===== config.mk =====
export PLATFORM = sky130hd
export DESIGN_NAME = power_switch_sequencer
export DESIGN_NICKNAME = d
export VERILOG_FILES = /design/src/rtl/power_pkg.sv /design/src/rtl/power_logic_sync_2ff.sv /design/src/rtl/power_switch_sequencer.sv
export SDC_FILE = /design/constraint.sdc
export NUM_CORES = 1
export LEC_CHECK = 0
export CAP_MARGIN = 20
export CORE_UTILIZATION = 46
export DETAILED_ROUTE_END_ITERATION = 7
export DONT_BUFFER_PORTS = 1
export SYNTH_ARGS = -nofsm -noshare
export SYNTH_HDL_FRONTEND = slang
export SYNTH_SLANG_ARGS = --single-unit

===== constraint.sdc =====
create_clock -name clock -period 3.4 [get_ports clock]
set_input_delay 0.68 -clock clock [delete_from_list [all_inputs] [get_ports clock]]
set_output_delay 0.68 -clock clock [all_outputs]
set_load 0.05 [all_outputs]

===== src/rtl/power_pkg.sv =====
// Shared types and helpers for the power-domain switch sequencer.
// Latency: n/a (types and elaboration-time functions only).
// Backpressure: n/a.
package power_pkg;

    // Power-up runs top to bottom through ON; power-down continues in reverse order.
    typedef enum logic [3:0] {
        OFF,
        SW_ON,
        WAIT_ON,
        ISO_REL,
        RST_REL,
        CLK_ON,
        ON,
        CLK_OFF,
        ISO_SET,
        RST_SET,
        SW_OFF,
        WAIT_OFF
    } power_seq_state_t;

    // The counters only ever count up to (parameter - 1), so clog2 of the
    // largest parameter is enough. Floor at one bit for the all-ones case.
    function automatic int cnt_width(input int a, input int b, input int c,
                                     input int d, input int e);
        int m;
        m = a;
        if (b > m) m = b;
        if (c > m) m = c;
        if (d > m) m = d;
        if (e > m) m = e;
        return (m > 1) ? $clog2(m) : 1;
    endfunction

endpackage


===== src/rtl/power_logic_sync_2ff.sv =====
// Two-flop synchronizer for a single asynchronous level.
// Latency: data_out follows data_in after two clock edges.
// Backpressure: none; a plain level is passed through.
// Ports: clock, async_reset (active high), data_in (async), data_out (synchronized).
module power_logic_sync_2ff (
    input  logic clock,
    input  logic async_reset,
    input  logic data_in,
    output logic data_out
);

    logic meta;

    always_ff @(posedge clock or posedge async_reset) begin
        if (async_reset) begin
            meta     <= 1'b0;
            data_out <= 1'b0;
        end else begin
            meta     <= data_in;
            data_out <= meta;
        end
    end

endmodule


===== src/rtl/power_switch_sequencer.sv =====
// Power-domain switch sequencer: staged switch on, isolation/reset/clock release, and the reverse.
// Latency: every output is registered and changes on the edge that enters the owning state.
// Backpressure: strict four-phase on enable_req/enable_ack; a request change mid-sequence waits for completion.
// Ports: clock, async_reset (active high); enable_req/enable_ack handshake with the control node;
//        switch_enable (thermometer, bit0 first) and switch_ack from the switch chain;
//        isolate, domain_reset, clock_enable to the domain; busy and sticky timeout_error status.
module power_switch_sequencer
    import power_pkg::*;
#(
    parameter int STAGES         = 4,
    parameter int STAGE_DELAY    = 8,
    parameter int ISO_DELAY      = 2,
    parameter int RESET_DELAY    = 4,
    parameter int CLK_DELAY      = 2,
    parameter int SWITCH_TIMEOUT = 1024
) (
    input  logic              clock,
    input  logic              async_reset,
    input  logic              enable_req,
    output logic              enable_ack,
    output logic [STAGES-1:0] switch_enable,
    input  logic              switch_ack,
    output logic              isolate,
    output logic              domain_reset,
    output logic              clock_enable,
    output logic              busy,
    output logic              timeout_error
);

    localparam int CW  = cnt_width(STAGE_DELAY, ISO_DELAY, RESET_DELAY,
                                   CLK_DELAY, SWITCH_TIMEOUT);
    localparam int SGW = (STAGES > 1) ? $clog2(STAGES) : 1;

    localparam logic [CW-1:0]  STG_LAST  = CW'(STAGE_DELAY - 1);
    localparam logic [CW-1:0]  ISO_LAST  = CW'(ISO_DELAY - 1);
    localparam logic [CW-1:0]  RST_LAST  = CW'(RESET_DELAY - 1);
    localparam logic [CW-1:0]  CLK_LAST  = CW'(CLK_DELAY - 1);
    localparam logic [CW-1:0]  TO_LAST   = CW'(SWITCH_TIMEOUT - 1);
    localparam logic [SGW-1:0] STAGE_TOP = SGW'(STAGES - 1);

    power_seq_state_t  state, state_nxt;
    logic [CW-1:0]     dcnt, dcnt_nxt;
    logic [CW-1:0]     tcnt, tcnt_nxt;
    logic [SGW-1:0]    stage, stage_nxt;
    logic [STAGES-1:0] sw_nxt;
    logic              terr_nxt;
    logic              ack_s;

    logic ack_nxt, iso_nxt, drst_nxt, clken_nxt, busy_nxt;

    power_logic_sync_2ff u_ack_sync (
        .clock       (clock),
        .async_reset (async_reset),
        .data_in     (switch_ack),
        .data_out    (ack_s)
    );

    always_ff @(posedge clock or posedge async_reset) begin
        if (async_reset) begin
            state         <= OFF;
            dcnt          <= '0;
            tcnt          <= '0;
            stage         <= '0;
            switch_enable <= '0;
            timeout_error <= 1'b0;
            enable_ack    <= 1'b0;
            isolate       <= 1'b1;
            domain_reset  <= 1'b1;
            clock_enable  <= 1'b0;
            busy          <= 1'b0;
        end else begin
            state         <= state_nxt;
            dcnt          <= dcnt_nxt;
            tcnt          <= tcnt_nxt;
            stage         <= stage_nxt;
            switch_enable <= sw_nxt;
            timeout_error <= terr_nxt;
            enable_ack    <= ack_nxt;
            isolate       <= iso_nxt;
            domain_reset  <= drst_nxt;
            clock_enable  <= clken_nxt;
            busy          <= busy_nxt;
        end
    end

    // Next state and counters. dcnt is cleared on every state change and
    // every stage toggle, so each hold starts counting from the entry edge.
    always_comb begin
        state_nxt = state;
        dcnt_nxt  = dcnt + 1'b1;
        tcnt_nxt  = tcnt;
        stage_nxt = stage;
        sw_nxt    = switch_enable;
        terr_nxt  = timeout_error;

        unique case (state)
            OFF: begin
                dcnt_nxt = '0;
                if (enable_req) begin
                    state_nxt = SW_ON;
                    stage_nxt = '0;
                    sw_nxt    = STAGES'(1);
                end
            end
            SW_ON: begin
                if (dcnt == STG_LAST) begin
                    dcnt_nxt = '0;
                    if (stage == STAGE_TOP) begin
                        state_nxt = WAIT_ON;
                        tcnt_nxt  = '0;
                    end else begin
                        stage_nxt = stage + 1'b1;
                        sw_nxt    = (switch_enable << 1) | STAGES'(1);
                    end
                end
            end
            WAIT_ON, WAIT_OFF: begin
                dcnt_nxt = '0;
                // Timeout only flags; the sequencer keeps waiting for the chain.
                if (tcnt == TO_LAST) begin
                    terr_nxt = 1'b1;
                end else begin
                    tcnt_nxt = tcnt + 1'b1;
                end
                if (state == WAIT_ON && ack_s) begin
                    state_nxt = ISO_REL;
                end else if (state == WAIT_OFF && !ack_s) begin
                    state_nxt = OFF;
                end
            end
            ISO_REL: begin
                if (dcnt == ISO_LAST) begin
                    state_nxt = RST_REL;
                    dcnt_nxt  = '0;
                end
            end
            RST_REL: begin
                if (dcnt == RST_LAST) begin
                    state_nxt = CLK_ON;
                    dcnt_nxt  = '0;
                end
            end
            CLK_ON: begin
                if (dcnt == CLK_LAST) begin
                    state_nxt = ON;
                    dcnt_nxt  = '0;
                end
            end
            ON: begin
                dcnt_nxt = '0;
                if (!enable_req) begin
                    state_nxt = CLK_OFF;
                end
            end
            CLK_OFF: begin
                if (dcnt == CLK_LAST) begin
                    state_nxt = ISO_SET;
                    dcnt_nxt  = '0;
                end
            end
            ISO_SET: begin
                if (dcnt == ISO_LAST) begin
                    state_nxt = RST_SET;
                    dcnt_nxt  = '0;
                end
            end
            RST_SET: begin
                if (dcnt == RST_LAST) begin
                    // Entry into SW_OFF drops the top group immediately.
                    state_nxt = SW_OFF;
                    dcnt_nxt  = '0;
                    stage_nxt = STAGE_TOP;
                    sw_nxt    = switch_enable >> 1;
                end
            end
            SW_OFF: begin
                if (dcnt == STG_LAST) begin
                    dcnt_nxt = '0;
                    if (stage == '0) begin
                        state_nxt = WAIT_OFF;
                        tcnt_nxt  = '0;
                    end else begin
                        stage_nxt = stage - 1'b1;
                        sw_nxt    = switch_enable >> 1;
                    end
                end
            end
            default: begin
                state_nxt = OFF;
                dcnt_nxt  = '0;
            end
        endcase
    end

    // Domain controls are a pure decode of the state being entered, which
    // makes each one change on exactly the entry edge of its step.
    always_comb begin
        ack_nxt   = state_nxt inside {ON, CLK_OFF, ISO_SET, RST_SET, SW_OFF, WAIT_OFF};
        iso_nxt   = !(state_nxt inside {ISO_REL, RST_REL, CLK_ON, ON, CLK_OFF});
        drst_nxt  = !(state_nxt inside {RST_REL, CLK_ON, ON, CLK_OFF, ISO_SET});
        clken_nxt = state_nxt inside {CLK_ON, ON};
        busy_nxt  = !(state_nxt inside {OFF, ON});
    end

endmodule


Yosys cells after proc, flatten, opt, wreduce, memory -nomap -nowiden --
Cells that the tools add are included.
Word-level totals: register bits after elaboration 38, latch bits 0, RAM bits 0, ROM bits 0, input port bits 4, output and inout port bits 10, word-level logic and storage cells 113, memories 0
Cells by class: $add $sub $neg 4, $mul 0, divide/modulo/power cells 0, $lt $le $gt $ge 0, equal/unequal tests 34, shifts and indexed selects 0, multiplexer cells 39, bitwise gates (word level) 0, reduce and logical (&&, ||, !) cells 23
Operators by type and width (number):
- 10-bit two-way mux | 8
- 4-bit two-way mux | 20
- 10-bit one-hot mux with 3 select lines | 2
- 4-bit one-hot mux with 11 select lines | 1
- 4-bit by 3-bit == test with 1-bit output, second input constant | 8
- 4-bit == test, second input constant | 8
- 10-bit by 1-bit adder with 10-bit output, second input constant | 2
- 2-bit inequality test, second input constant | 9
- 4-bit one-hot mux with 4 select lines | 1
- 4-bit by 2-bit == test with 1-bit output, second input constant | 3
- 2-bit two-way mux | 6
- 10-bit by 1-bit == test with 1-bit output, second input constant | 1
- 10-bit == test, second input constant | 1
- 10-bit by 2-bit == test with 1-bit output, second input constant | 1
- 10-bit by 3-bit == test with 1-bit output, second input constant | 1
- 5-bit nonzero test | 2
- 4-bit zero test | 2
- 2-bit one-hot mux with 4 select lines | 1
- 7-bit AND reduction | 1
- 6-bit AND reduction | 1
- 6-bit nonzero test | 1
- 2-bit OR reduction | 3
- 4-bit by 1-bit == test with 1-bit output, second input constant | 1
- 1-bit zero test | 4
- other kinds (10) | 12

Depth between registers and ports, before layout --
depth after elaboration 8, mapped depth 8, mapped depth without buffers 8

Hierarchy --
Synthesis repeated with hierarchy kept, for this count alone.
Unflattened totals: cells, all modules 243, area, all modules 2245.9 um2
Modules (own cells, without submodules):
- power_switch_sequencer | times used 1, cells each 240, area an instance 2192.1 um2
- power_logic_sync_2ff | times used 1, cells each 3, area an instance 53.8 um2

Worst setup path after synthesis --
OpenSTA, ideal clock, no wires.
path type register to register, from reg dcnt[0], to reg stage[0], arrival time 2.201 ns, path slack 1.074 ns, cell stages (with the launch flop) 7, path buffers 0, period minus slack after synthesis 2.326 ns, path through dfrtp_1 > ha_1 > or4b_1 > a311oi_1 > o21ai_1 > a211oi_2 > mux2_2
Between the ends: longest elaborated chain between the ends 3
RTL lines:
- start: declaration | line power_switch_sequencer.sv:42 | logic [CW-1:0] dcnt, dcnt_nxt;
- start signal: assignment | line power_switch_sequencer.sv:73 | dcnt <= dcnt_nxt;
- 10-bit by 3-bit == test with 1-bit output or 10-bit by 2-bit == test with 1-bit output (tied branches) | line power_switch_sequencer.sv:106, power_switch_sequencer.sv:177, power_switch_sequencer.sv:168
- 2-bit inequality test (no line)
- 7-bit AND reduction (no line) *
- end signal: assignment | line power_switch_sequencer.sv:75 | stage <= stage_nxt;
- end: declaration | line power_switch_sequencer.sv:44 | logic [SGW-1:0] stage, stage_nxt;
Every way passes the cells marked *; elsewhere a longest branch is shown, timed or not. A chain may end at the register's enable or synchronous reset.

Worst setup path after layout --
from reg dcnt[0], to reg dcnt[7]
Between the ends: longest elaborated chain between the ends 3
RTL lines:
- 10-bit by 1-bit adder with 10-bit output (tied with other cells) | line power_switch_sequencer.sv:90 | dcnt_nxt = dcnt + 1'b1;
- 10-bit two-way mux (on tied branches)
- 10-bit one-hot mux with 3 select lines * | line power_switch_sequencer.sv:96 | unique case (state)
- via dcnt_nxt[7] | line power_switch_sequencer.sv:42
Mark *: on every way through the listed nets, which the timed path passes. The rest lies on a longest branch.

==> metrics.txt <==
CTS root buffer=clkbuf_8; cts hold-fix bufs=0; Die Y=between 70 and 80 um; Syn Std Cell Area=between 2000 and 2500 um2; Final min period=2.61 ns; clock sink total=38; Pleak=1.05 nW; commonest cells in the netlist=36 x dfrtp_1, 24 x nor2_1, 16 x nand2_1; Sw Pwr=approximately 0.00086 W; Global Route Usage Sum=about 20%; Critical Path Start Type=flop; wire per inst=roughly 15 um; area of the multi-input gates=1240 um2; Slew @ Worst Pin=approximately 0.8 ns; final period utilization=between 70% and 80%; Post-Synthesis Net Count=between 200 and 300; Crit path buffers/inverters=0; VDD IR max=around 0.47 mV; main flop type after synthesis=dfrtp_1; peak per-stage delay on the critical path=approximately 0.55 ns; full die area=between 5000 and 6000 um2; top-count cell post-synth=dfrtp_1; P&R area growth vs syn=5.26%; core area=roughly 4800 um2; largest family of logic cells by synthesized area=simple AND/OR/NAND/NOR gates; Worst Hold Launch=u_ack_sync.meta; Net count, final=around 250; Clock Skew=roughly 0.0041 ns; Detail Placement HPWL=approximately 3300 um; Clk pwr share=between 10% and 20%; critical path startpoint=dcnt[0]; CTS H-tree lvls=2; sequential element share of the synthesized area=41.3%; DRT iter0 DRCs=around 110; Reg area=between 900 and 1000 um2; Routed WL=about 4600 um; Worst Hold Class=flop to flop; first-pass GRT wire length=about 8000 um; Port-buffer cells=0; CTS tree=done; Reg-to-Reg Start=dcnt[0]; RSZ-0062 raised after global routing=no; io pins=14; worst-skew pair later-pin latency=slightly below 0.3 ns; Slew Limit Fails=0; number of synthesis warnings=0; Cell Pwr Density=801 nW/um2; layout cell share with drive strength beyond 1=~11%; Sw Ratio=between 40% and 50%; post-synthesis compound-gate area fraction=between 10% and 20%; top cell family by delay on the critical path=compound AO/OA/AOI/OAI gates; post-cts resize count=0; register share of total power=44.0%; Comb power frac=~37%; max_slew headroom=between 40% and 50%; postcts setup bufs=0; Remaining Overflow, GRT=0; Final Util=about 50%; Post-synth EDFFs=0; post-synth top area share=39.0%; clock-pin slew on the worst setup and hold paths=0.07 ns; largest net degree at the start of global routing=26; drt drc=0; P_int=~0.0011 W; Crit-path slowest cell=or4b_1; crit path cell chain=ha_1 > or4b_1 > a2111oi_0 > o22ai_1 > a221oi_4 > nor2_1; initial antenna violation count=0; critical path class=flop to flop; detailed-route via count=between 1.5k and 2k; Initial Utilization=a little under 50%; FP Rows=25; final hold vios=0; vias in the first global route=1711; # diodes=0; max frequency=383 MHz; router iterations before antenna repair=4; flop2flop setup slack=between 0.7 and 0.8 ns; Crit. End Element=flop; setup TNS=0 ns; Post-Synth XOR/XNOR Area=between 4 and 5%; global placement routability congestion=approximately 0.81; Vias/cell=~5.8; status=complete, no violations; Max-Cap Viols=0; Adder-Cell Fraction of Synth Area=under 10%; cell taking the most area after synthesis=dfrtp_1; Die X=between 70 and 80 um; Crit Path Max Fanout=10; Yosys reg bits=38; post-route ant nets=0; synthesized instance count=243; Worst EP required=around 3.6 ns; Final setup viols=0; ys async rst share=100%; TritonCTS Buffers=5; Synth cell types=64; post-synthesis mux area share=4.39%; Synth area leaders=dfrtp_1 39%, nor2_1 3.9%, o21ai_0 3.0%; crit path DAT=2.77 ns; Syn Area/Cell=between 9 and 10 um2; fill cell count=approximately 460; CTS Buffer Depth=2; Simple-Gate Fraction of Synth Area=around a quarter
-- final timing paths --
check                                 endpoint  depth (start not counted)
setup / recovery                       dcnt[7]                          6
hold / removal             u_ack_sync.data_out                          0
setup reg to reg                       dcnt[7]                          6
hold reg to reg            u_ack_sync.data_out                          0
max in group asynchronous         domain_reset                          2
min in group asynchronous              tcnt[2]                          1
-- metal layers --
layer	up-vias	track usage (%)	part of all wire, %
li1	880	-	-
met1	844	29.0	51
met2	46	28.2	43
met3	5	4.42	5.5
met4	0	6.75	0.90
met5	-	0	0
-- area by class of cell --
type / instances / area share (%)
tap: 67 / 3.45
multi-input combinational: 185 / 51.1
inverter: 9 / 1.39
sequential: 38 / 39.2
clock buffer: 8 / 4.53
timing repair buffer: 1 / 0.309
-- placed cells by master (no fill, tap or decap), types with 4 or more instances in the layout --
| cell | n |
|---|---|
| nand2b_1 | 5 |
| and3_1 | 8 |
| o31ai_1 | 4 |
| nor3_1 | 9 |
| nand2_1 | 16 |
| dfrtp_1 | 36 |
| xor2_1 | 6 |
| clkbuf_8 | 8 |
| a21oi_1 | 4 |
| mux2_2 | 5 |
| xnor2_1 | 5 |
| inv_1 | 9 |
| nor2_1 | 24 |
| a31oi_1 | 5 |
| nand3_1 | 8 |
| o21ai_0 | 14 |
| nor2b_1 | 7 |
-- kinds of logic after synthesis --
group	after synthesis
simple gates	107
compound gates	55
flops	38
buf+inv	20
xor+xnor	11
mux	9
fa+ha+maj	3
-- per-stage QoR --
stage,instances,cell area [um2],total power [W],setup slack (ns),hold slack (ns)
floorplan,243,2310,0.00147,1.07,0.331
global placement,300,2320,0.00159,0.753,0.336
detailed placement,300,2320,0.00159,0.775,0.340
CTS,308,2430,0.00196,0.771,0.358
global route,308,2430,0.00209,0.605,0.361
finish,308,2430,0.00195,0.787,0.355
-- power by group through the flow --
stage                     registers [W]  logic, W  clock network, W
after detailed placement       0.000864  0.000730                 0
after CTS                      0.000855  0.000732          0.000372
after floorplan                0.000764  0.000708                 0
after global placement         0.000865  0.000726                 0
after global routing           0.000886  0.000809          0.000397
final                          0.000857  0.000729          0.000362
-- worst register-to-register path, cell delays in order (launching register included) --
cell and delay [ns]:
dfrtp_1 0.39, ha_1 0.24, or4b_1 0.55, a2111oi_0 0.43, o22ai_1 0.22, a221oi_4 0.54, nor2_1 0.11
-- state kept, by name, indices dropped and copies added, names as in the netlist, 2 cells and up --
register and count:
dcnt 10, tcnt 10, state 4, switch_enable 4
stage 2
Note: power is estimated with default switching activity, not from simulation.
==> edit 1: new RTL, config.mk and constraints unchanged <==
The parameter `STAGE_DELAY` goes from 8 to 9.
--- a/src/rtl/power_switch_sequencer.sv
+++ b/src/rtl/power_switch_sequencer.sv
@@ -10,3 +10,3 @@
     parameter int STAGES         = 4,
-    parameter int STAGE_DELAY    = 8,
+    parameter int STAGE_DELAY    = 9,
     parameter int ISO_DELAY      = 2,
Behaviour: not the same (Yosys sat finds a counterexample within 10 cycles, from zero or initial values and one cycle with async_reset high).
==> edit 1 against the unedited design <==
Wire length is 13% lower; total power down 5.9%; largest power group unchanged; design area down 7.4%; count of clock-buffer cells in the layout fell by 3; sequential cell count did not move; sequential share of layout area increased by 3.1 points; largest cell class unchanged; clock skew increased by 0.0029 ns; die area is 8.8% lower; highest routed layer unchanged; hold slack improved by 0.00079 ns; setup slack improved by 0.19 ns; maximum frequency is 7.7% higher; synthesized area is 9.1% lower.
==> edit 1: results (changes against the unedited design) <==
* Initial DRC Count at 133 (was 114)
* Synth async-reset ratio at 100% (unchanged)
* Synth warn at 0 (unchanged)
* Vias in the first global route at 1,581 (was 1,711)
* Synth top cells by count: dfrtp_1 (36), nor2_1 (22), nand2_1 (20) (was dfrtp_1 (36), nor2_1 (24), nand2_1 (16))
* First-pass DRT Iterations at 4 (unchanged)
* Biggest regs: dcnt x10, tcnt x10 (unchanged)
* Power Internal at 0.00104 W (was 0.00109 W)
* Pin count of the biggest net entering global routing at 39 (was 26)
* # diodes at 0 (unchanged)
* Hold Buf Count CTS at 0 (unchanged)
* Worst slew margin at 61.6% (was 46.3%)
* Outcome: finished clean (unchanged)
* Leakage power at 0.946 nW (was 1.05 nW)
* Avg Vias per Cell at 5.93 (was 5.76)
* Crit Path Max Fanout at 19 (was 10)
* Final wirelength at 4030 µm (was 4640 µm)
* Root Buffer Master: clkbuf_8 (unchanged)
* Finished Cell Area at 2250 µm² (was 2430 µm²)
* H-tree Lvls at 2 (unchanged)
* Initial antenna violation count at 0 (unchanged)
* Clk buf depth at 2 (unchanged)
* Global-route wire length before repair at 7170 µm (was 8040 µm)
* Skew final at 0.00698 ns (was 0.00408 ns)
* Pwr dens at 814 nW/µm² (was 801 nW/µm²)
* Seq/Total Area, Yosys at 45.4% (was 41.3%)
* P_seq at 0.000826 W (was 0.000857 W)
* Post-CTS Repair Setup Buffers at 0 (unchanged)
* Arrival time worst endpoint at 2.64 ns (was 2.77 ns)
* Synth cell types at 50 (was 64)
* Adder-cell share of the synthesized area at 2.38% (was 1.63%)
* Post-Layout Cell Count at 274 (was 308)
* Post-Synth XOR/XNOR Area at 3.75% (was 4.17%)
* I/O Buffers at 0 (unchanged)
* Placed wire-length estimate at 2900 µm (was 3260 µm)
* Synth Area in Compound Gates at 15.5% (was 18.0%)
* Peak VDD IR at 0.254 mV (was 0.470 mV)
* Global Route Usage Sum at 18.5% (was 19.7%)
* Cells after synthesis at 223 (was 243)
* Worst-Skew Late Latency at 0.29 ns (about the same)
* Nets at 229 (was 247)
* Clock power share at 20.7% (was 18.6%)
* Dominant cells by area after synthesis: dfrtp_1 (43%), nor2_1 (3.9%), nand2_1 (3.6%), mux2i_1 (2.9%), a31oi_1 (2.7%) (was dfrtp_1 (39%), nor2_1 (3.9%), o21ai_0 (3.0%), nand2_1 (2.6%), mux2_2 (2.4%))
* Post-synthesis mux area share at 5.54% (was 4.39%)
* Share of layout cells above drive strength 1 at 10.4% (was 11.2%)
* DP Area at 2140 µm² (was 2320 µm²)
* Filler cells at 408 (was 461)
* # resized after CTS at 0 (unchanged)
* HP Class: reg -> reg (unchanged)
* Worst slack, placed at 1.00 ns (was 0.775 ns)
* GP Congestion at 0.857 (was 0.813)
edit 1: changes by cell type after synthesis, sizes merged, moves of 4 or more:
cell	before	now
a21oi	4	11
nor3	9	5
buf	8	1
o21ai	15	11
o31ai	4	0
a31oi	5	9
clkbuf	3	10
nand2	16	20
nor2b	7	2
and3	8	2
edit 1: metal layers:
metal  track usage (%)  part of all wire (%)  vias up
li1                  -                     -      791
met1              23.9                    46      794
met2              29.8                    49       30
met3              4.51                   3.5        9
met4              7.71                   2.0        0
met5                 0                     0        -
edit 1: layout make-up:
class                           count  area share (%)
Multi-Input combinational cell    165            47.5
Inverter                            9            1.50
Clock buffer                        5            3.06
Clock inverter                      3            2.00
Timing Repair Buffer                2           0.667
Tap cell                           52            2.89
Sequential cell                    38            42.4
edit 1: cell families (layout without fill, tap and decap cells):
logic type / Yosys count / in the layout
buffers and inverters: 20 / 19
AOI/OAI and AO/OA: 50 / 50
xor gates and xnor gates: 9 / 9
adders and majority gates: 4 / 4
muxes: 11 / 11
and+or+nand+nor: 91 / 91
DFF: 38 / 38
edit 1: critical path: stages, from the launching register on:
cell and delay (ns):
dfrtp_1 0.68, nand2b_1 0.30, nor4_1 0.09, a31oi_1 0.20, o21ai_1 0.08, or4_1 0.63, o32a_1 0.38
edit 1: path summary, 6_finish.rpt:
kind / depth (start not counted) / end / start / slack (ns)
min in group asynchronous: 2 / tcnt[1] / async_reset / 0.38
worst min register to register: 0 / u_ack_sync.data_out / u_ack_sync.meta / 0.36
max in group asynchronous: 2 / domain_reset / async_reset / 2.67
worst min-delay path: 0 / u_ack_sync.data_out / u_ack_sync.meta / 0.36
worst max-delay path: 6 / domain_reset / state[2] / 0.97
worst max register to register: 6 / domain_reset / state[2] / 0.97
==> edit 2: new RTL, same flow settings <==
Without the edit above. Register the output `timeout_error` once more, without a reset; this adds one clock of latency there. The other outputs are not delayed to match.
--- a/src/rtl/power_switch_sequencer.sv
+++ b/src/rtl/power_switch_sequencer.sv
@@ -40,2 +40,4 @@
 
+    logic timeout_error_s0;
+
     power_seq_state_t  state, state_nxt;
@@ -64,3 +66,3 @@
             switch_enable <= '0;
-            timeout_error <= 1'b0;
+            timeout_error_s0 <= 1'b0;
             enable_ack    <= 1'b0;
@@ -76,3 +78,3 @@
             switch_enable <= sw_nxt;
-            timeout_error <= terr_nxt;
+            timeout_error_s0 <= terr_nxt;
             enable_ack    <= ack_nxt;
@@ -93,3 +95,3 @@
         sw_nxt    = switch_enable;
-        terr_nxt  = timeout_error;
+        terr_nxt  = timeout_error_s0;
 
@@ -204,2 +206,6 @@
 
+    always_ff @(posedge clock) begin
+        timeout_error <= timeout_error_s0;
+    end
+
 endmodule
Function: same outputs for any inputs over 10 cycles, from zero or initial values and one cycle with async_reset high; that may be too few to reach the edited logic, so the function may still have changed.
==> edit 2 against the unedited design <==
Wire length increased by 2.2%; count of clock-buffer cells in the layout decreased by 3; total power decreased by 1.3%; sequential power increased by 2%; clock skew increased by 0.0048 ns; synthesized area increased by 0.87%; design area increased by 0.57%; first-iteration DRC count increased by 41%; setup slack got worse by 0.016 ns; sequential cell count increased by 1; die area increased by 0.84%; critical path type unchanged; largest cell class unchanged; highest routed layer unchanged.
==> edit 2: results (changes against the unedited design) <==
* GP Congestion at 0.797 (was 0.813)
* Pin count of the biggest net entering global routing at 39 (was 26)
* Leakage power at 1.05 nW (about the same)
* H-tree Lvls at 2 (unchanged)
* Global Route Usage Sum at 19.7% (about the same)
* Synth cell types at 65 (was 64)
* Post-CTS Repair Setup Buffers at 0 (unchanged)
* DR WL met2 at 2090 µm (was 1980 µm)
* Peak VDD IR at 0.283 mV (was 0.470 mV)
* Vias in the first global route at 1,617 (was 1,711)
* Met1 wire length at 2340 µm (was 2370 µm)
* M3 GR Usage at 4.97% (was 4.42%)
* First-pass DRT Iterations at 4 (unchanged)
* Clk buf depth at 2 (unchanged)
* Syn_nets at 251 (was 250)
* HP Class: reg -> reg (unchanged)
* Biggest regs: dcnt x10, tcnt x10 (unchanged)
* Met3 WL at 259 µm (was 254 µm)
* Skew final at 0.00885 ns (was 0.00408 ns)
* Share of layout cells above drive strength 1 at 11.9% (was 11.2%)
* Wirelength per Cell at 15.3 µm (was 15.1 µm)
* Die X at 73.1 µm (was 72.8 µm)
* Avg Cell Area, Syn at 9.54 µm² (was 9.50 µm²)
* Arrival time worst endpoint at 2.79 ns (was 2.77 ns)
* # diodes at 0 (unchanged)
* Highest routed layer: met4 (unchanged)
* DP Area at 2350 µm² (was 2320 µm²)
* Global-route wire length before repair at 8110 µm (was 8040 µm)
* Dominant cells by area after synthesis: dfrtp_1 (39%), nor2_1 (3.9%), o21ai_0 (3.0%), nand2_1 (2.6%), mux2_2 (2.4%) (unchanged)
* Synth async-reset ratio at 97.4% (was 100%)
* Placed wire-length estimate at 3300 µm (was 3260 µm)
* Seq/Total Area, Yosys at 41.8% (was 41.3%)
* Initial antenna violation count at 0 (unchanged)
* Met1 GRT Util at 29.2% (was 29.0%)
* Vias at 1,804 (was 1,775)
* Worst slew margin at 50.7% (was 46.3%)
* Placed cells at 303 (was 300)
* M2 GR Usage at 27.9% (was 28.2%)
* Worst slack, placed at 0.693 ns (was 0.775 ns)
* Initial DRC Count at 161 (was 114)
* Outcome: finished clean (unchanged)
* Post-Layout Cell Count at 311 (was 308)
* Register clock-pin slew on the reported worst setup and hold paths at 0.08 ns
## edit 2: final timing paths
| check | end | startpoint | cells after the start | slack [ns] |
|---|---|---|---|---|
| max | dcnt[6] | dcnt[0] | 6 | 0.77 |
| min | u_ack_sync.data_out | u_ack_sync.meta | 0 | 0.36 |
| max reg2reg | dcnt[6] | dcnt[0] | 6 | 0.77 |
| min reg2reg | u_ack_sync.data_out | u_ack_sync.meta | 0 | 0.36 |
| max in group asynchronous | domain_reset | async_reset | 2 | 2.67 |
| min in group asynchronous | u_ack_sync.meta | async_reset | 2 | 0.37 |
## edit 2: logic make-up (layout without fill, tap and decap cells)
logic type,count (synthesis),count (layout),share of synthesized area [%]
adder cells (fa/ha/maj),3,3,1.61
AND/OR/NAND/NOR,107,107,25.4
flip-flops,39,39,41.8
XOR/XNOR,11,11,4.14
multiplexers,9,9,4.35
buffers and inverters,20,20,4.89
AO/OA/AOI/OAI,55,55,17.8
## edit 2: area by class of cell
type | count | area, µm²
multi-input cells | 185 | 1240
well taps | 67 | 83.8
repair buffers | 3 | 22.5
fillers | 452 | 2340
clock buffers | 5 | 68.8
flip-flops and latches | 39 | 973
inverters | 9 | 33.8
clock inverters | 3 | 20.0
## edit 2: critical path: cells and delay by family, from the launching register on
family	cells	cell delay (ns)
AO/OA/AOI/OAI	3	1.22
flip-flops	1	0.40
adder cells (fa/ha/maj)	1	0.22
AND/OR/NAND/NOR	2	0.66
## edit 2: power breakdown
group	switching (W)	leakage (nW)	internal (W)	total (W)
combinational	0.000400	0.507	0.000334	0.000734
clock	0.000173	0.0402	0.000143	0.000316
sequential	0.000305	0.507	0.000567	0.000872
